File: src/rtl/alu_result_fifo.sv
// Small first-word-fall-through buffer for ALU results plus flags, with
// saturating counters for overflowed results and rejected push attempts.
module alu_result_fifo #(
  parameter int DEPTH = 4,
  parameter int CNT_W = 8
) (
  input  logic             clk,
  input  logic             rst_n,
  input  logic             clr,
  input  logic             in_valid,
  output logic             in_ready,
  input  logic [31:0]      result,
  input  logic             zero,
  input  logic             cout,
  input  logic             overflow,
  output logic             out_valid,
  input  logic             out_ready,
  output logic [31:0]      out_result,
  output logic [2:0]       out_zcv,
  output logic [3:0]       count,
  output logic [CNT_W-1:0] ovf_count,
  output logic [CNT_W-1:0] drop_count
);

  localparam int PTR_W = $clog2(DEPTH);
  localparam logic [3:0] FULL_CNT = 4'(DEPTH);

  logic [34:0]      mem_q [DEPTH];
  logic [34:0]      head;
  logic [PTR_W-1:0] wr_ptr_q, wr_ptr_d;
  logic [PTR_W-1:0] rd_ptr_q, rd_ptr_d;
  logic [3:0]       count_q, count_d;
  logic [CNT_W-1:0] ovf_q, ovf_d;
  logic [CNT_W-1:0] drop_q, drop_d;
  logic             push, pop, drop;

  // Ready/valid come from occupancy only, so a full buffer never accepts
  // a push even when the head is being popped in the same cycle.
  assign in_ready  = (count_q != FULL_CNT);
  assign out_valid = (count_q != 4'd0);
  assign push      = in_valid && in_ready;
  assign pop       = out_valid && out_ready;
  assign drop      = in_valid && !in_ready;

  always_comb begin
    wr_ptr_d = wr_ptr_q;
    rd_ptr_d = rd_ptr_q;
    count_d  = count_q;
    ovf_d    = ovf_q;
    drop_d   = drop_q;
    if (clr) begin
      wr_ptr_d = '0;
      rd_ptr_d = '0;
      count_d  = '0;
      ovf_d    = '0;
      drop_d   = '0;
    end else begin
      if (push) wr_ptr_d = wr_ptr_q + 1'b1;
      if (pop)  rd_ptr_d = rd_ptr_q + 1'b1;
      count_d = count_q + 4'(push) - 4'(pop);
      if (push && overflow && !(&ovf_q)) ovf_d = ovf_q + 1'b1;
      if (drop && !(&drop_q))            drop_d = drop_q + 1'b1;
    end
  end

  always_ff @(posedge clk or negedge rst_n) begin
    if (!rst_n) begin
      wr_ptr_q <= '0;
      rd_ptr_q <= '0;
      count_q  <= '0;
      ovf_q    <= '0;
      drop_q   <= '0;
    end else begin
      wr_ptr_q <= wr_ptr_d;
      rd_ptr_q <= rd_ptr_d;
      count_q  <= count_d;
      ovf_q    <= ovf_d;
      drop_q   <= drop_d;
    end
  end

  // Storage is never cleared; stale words are hidden by the out_valid gating.
  always_ff @(posedge clk) begin
    if (push && !clr) mem_q[wr_ptr_q] <= {result, zero, cout, overflow};
  end

  assign head       = mem_q[rd_ptr_q];
  assign out_result = out_valid ? head[34:3] : 32'd0;
  assign out_zcv    = out_valid ? head[2:0]  : 3'd0;
  assign count      = count_q;
  assign ovf_count  = ovf_q;
  assign drop_count = drop_q;

endmodule

File: config.mk
export PLATFORM = sky130hd
export DESIGN_NAME = alu_result_fifo
export DESIGN_NICKNAME = d
export VERILOG_FILES = /design/src/rtl/alu_result_fifo.sv
export SDC_FILE = /design/constraint.sdc
export NUM_CORES = 1
export LEC_CHECK = 0
export ABC_AREA = 1
export BUFFER_PORTS_ARGS = -buffer_cell sky130_fd_sc_hd__buf_2
export CAP_MARGIN = 20
export CORE_AREA = 2 2 143 117
export CTS_BUF_LIST = sky130_fd_sc_hd__clkbuf_4
export CTS_CLUSTER_SIZE = 10
export DETAILED_ROUTE_END_ITERATION = 10
export DIE_AREA = 0 0 145 119
export SETUP_SLACK_MARGIN = 0.05
export SYNTH_ARGS = -nofsm -noshare
export SYNTH_HDL_FRONTEND = slang
export SYNTH_SLANG_ARGS = --single-unit
export TNS_END_PERCENT = 5
File: constraint.sdc
create_clock -name clk -period 3.23 [get_ports clk]
set_input_delay 0.646 -clock clk [delete_from_list [all_inputs] [get_ports clk]]
set_output_delay 0.646 -clock clk [all_outputs]
set_load 0.005 [all_outputs]
==> qor.csv <==
metric,value,unit
period_needed,2950,ps
drc,0,
seq_area,4810,um^2
period_share,91.3,%
dp.cells,917,
finalHoldViolCount,0,
power_switching,1.79,mW
initial_core_util,43.5,%
intPower,3.60,mW
pwr-share-comb,31.7,%
r2r_end,count[2],
slew_viol_final,0,
cts_root_buffer,clkbuf_4,
antenna_found_initial,1,
fin_skew,11.9,ps
grt_pass1_wl,23900,um
crit_required,2580,ps
gr-usage-all-layers,18.0,%
postRouteAntennaNets,0,
grt_max_degree,72,
rows,42,
clk_path_buf_depth,2,
dp_slack,822,ps
clk_latency,520,ps
cts_tree,built,
worstPathMaxFanout,35,
max_slew.worst_pin.slew,814,ps
relSlewSlack,45.7,%
max_cap_viol_count,0,
finalSetupViolations,0,
die_w,145,um
pwr-share-seq,46.3,%
r2r_slack,1130,ps
grt_setup_unrepaired,false,
fin_setup_tns,0,ps
die_h,119,um
multi_input_area,1880,um^2
grt_pass1_vias,4510,
coreArea,16000,um^2
numClockSinks,164,
dieArea,17300,um^2
status,completed,
r2r_cells,10,
layout-drive-gt1-share,20.7,%
fin_area,7960,um^2
netSwitchingFraction,33.3,%
stdcell_count,947,
clockPowerShare,22.0,%
synthCells,619,
nets,768,
ioPinCount,97,
area_growth,14.2,%
viasPerCell,5.01,
gp_congestion,0.866,
io_buffers,96,
clkTransAtPathRegs,120,ps
synth_nets,671,
numCtsBuffers,17,
firstDrtPassIters,4,
vias,4744,
n_fill_cell,1424,
syn-cell-area,6970,um^2
yosys_warnings,0,
dp_hpwl,9250,um
powerDensity,677,nW/um^2
postCtsHoldBufs,0,
cp-end-kind,primary output,
yosys.cell_types.count,29,
leakage,3.11,nW
rr_startpoint,count[1],
drt-total-wl,15200,um
wl_per_cell,16.1,um
whs,92.0,ps
peakVddDrop,0.000296,V
fin_ws,281,ps
synth-seq-area-share,68.9,%
synth-seq-cells,164,
max_freq,0.339,GHz
min_path_type,in2async,
worstSetupStartpointType,flip-flop,
crit_arrival,2300,ps
crit_type,reg2out,
dpl_cell_area,7690,um^2
htreeDepth,4,
grt_overflow,0,
drtIter0Drc,301,
avgSynthCellArea,11.3,um^2
[worst max-delay path by stage]
stage | from | endpoint | slack (ps) | cells past startpoint
6_report | count[1] | out_zcv[2] | 280 | 5
5_1_grt | count[1] | out_zcv[2] | 80 | 5
4_1_cts | count[1] | out_zcv[2] | 200 | 5
3_5_place_dp | count[1] | out_zcv[2] | 820 | 5
3_3_place_gp | rd_ptr_q[0] | out_zcv[2] | 810 | 6
2_1_floorplan | clr | mem_q[0][0] | 200 | 5
[through the flow]
| step | total power [mW] | util, % |
|---|---|---|
| finish | 5.39 | 49.7 |
| detailed placement | 4.27 | 48.0 |
| CTS | 5.46 | 49.6 |
| global placement | 4.25 | 48.0 |
| floorplan | 3.60 | - |
| global route | 5.74 | 49.7 |
[power groups by stage]
stage | sequential [mW] | clock, mW | combinational, mW
after detailed placement | 2.54 | 0 | 1.72
final | 2.50 | 1.18 | 1.71
after global placement | 2.54 | 0 | 1.71
after floorplan | 2.54 | 0 | 1.06
after CTS | 2.50 | 1.23 | 1.74
after global routing | 2.51 | 1.32 | 1.92
[registers in the layout (all words and copies together) (netlist names)]
| signal | flops |
|---|---|
| mem_q | 140 |
| drop_count | 8 |
| ovf_count | 8 |
| count | 4 |
| rd_ptr_q | 2 |
| wr_ptr_q | 2 |
[timing repair]
item | in CTS | in global routing
resized for setup | 0 | 1
setup endpoints to repair | 0 | 1
buffers inserted | 0 | 0
[cell type report]
cell class / count / area share (%)
Inverter: 35 / 1.71
Tap cell: 220 / 3.46
Antenna cell: 1 / 0.0314
Clock inverter: 8 / 1.40
Timing Repair Buffer: 106 / 7.50
Multi-Input combinational cell: 392 / 23.6
Sequential cell: 164 / 60.4
Clock buffer: 21 / 1.98
[cell usage in the layout (no fill, tap or decap)]
master and count:
buf_6 1, nand3_2 1, nor2_4 5, edfxtp_1 140, clkinv_1 3, a21oi_4 1, dfrtp_1 23, clkinv_4 1
inv_2 4, nand2_4 1, nand3_1 24, xor2_1 2, dfrtp_2 1, clkinv_2 2, nand2_1 50, a21oi_1 39
o21bai_1 2, nor2_2 2, nand2_2 2, o21ai_1 23, fa_1 1, clkbuf_4 21, ha_1 11, buf_4 6
nor2_1 162, o21ai_0 60, buf_12 3, nor3_1 2, bufinv_16 3, diode_2 1, nand4_1 2, buf_2 96
inv_1 30, xnor2_1 2
[cells in the mapped netlist, drive strengths merged]
library cell	number	share of area, %
buf	20	2.1
o21bai	2	0.22
xnor2	2	0.25
nand2	53	3.0
nand3	25	1.9
clkinv	1	0.13
clkbuf	8	0.56
nor3	2	0.14
xor2	2	0.25
a21oi	40	3.0
ha	11	2.0
o21ai	83	6.0
nand4	2	0.18
fa	1	0.29
edfxtp	140	60
nor2	169	9.3
dfrtp	24	8.6
inv	34	1.8
[critical path, stage by stage, from the launching register on]
cell and delay, ps:
dfrtp_1 460, nor2_4 200, nand2_1 130, inv_2 600
a21oi_1 180, buf_2 190
[kinds of logic (layout without fill, tap and decap cells)]
kind of cell / count (synthesis) / count (layout) / synth area share, %
and+or+nand+nor: 251 / 251 / 14.5
DFF: 164 / 164 / 68.9
AOI/OAI and AO/OA: 125 / 125 / 9.20
buffers and inverters: 63 / 170 / 4.65
adders and majority gates: 12 / 12 / 2.26
xor gates and xnor gates: 4 / 4 / 0.502
other: 0 / 1 / 0
[layer usage]
layer	vias to the layer above	global-route usage, %	routed length, um
met4	0	4.39	146
met3	12	4.56	647
met1	2316	24.6	7160
met2	100	29.0	7270
li1	2316	-	-
met5	-	0	0
Power figures use the tool's default switching activity.
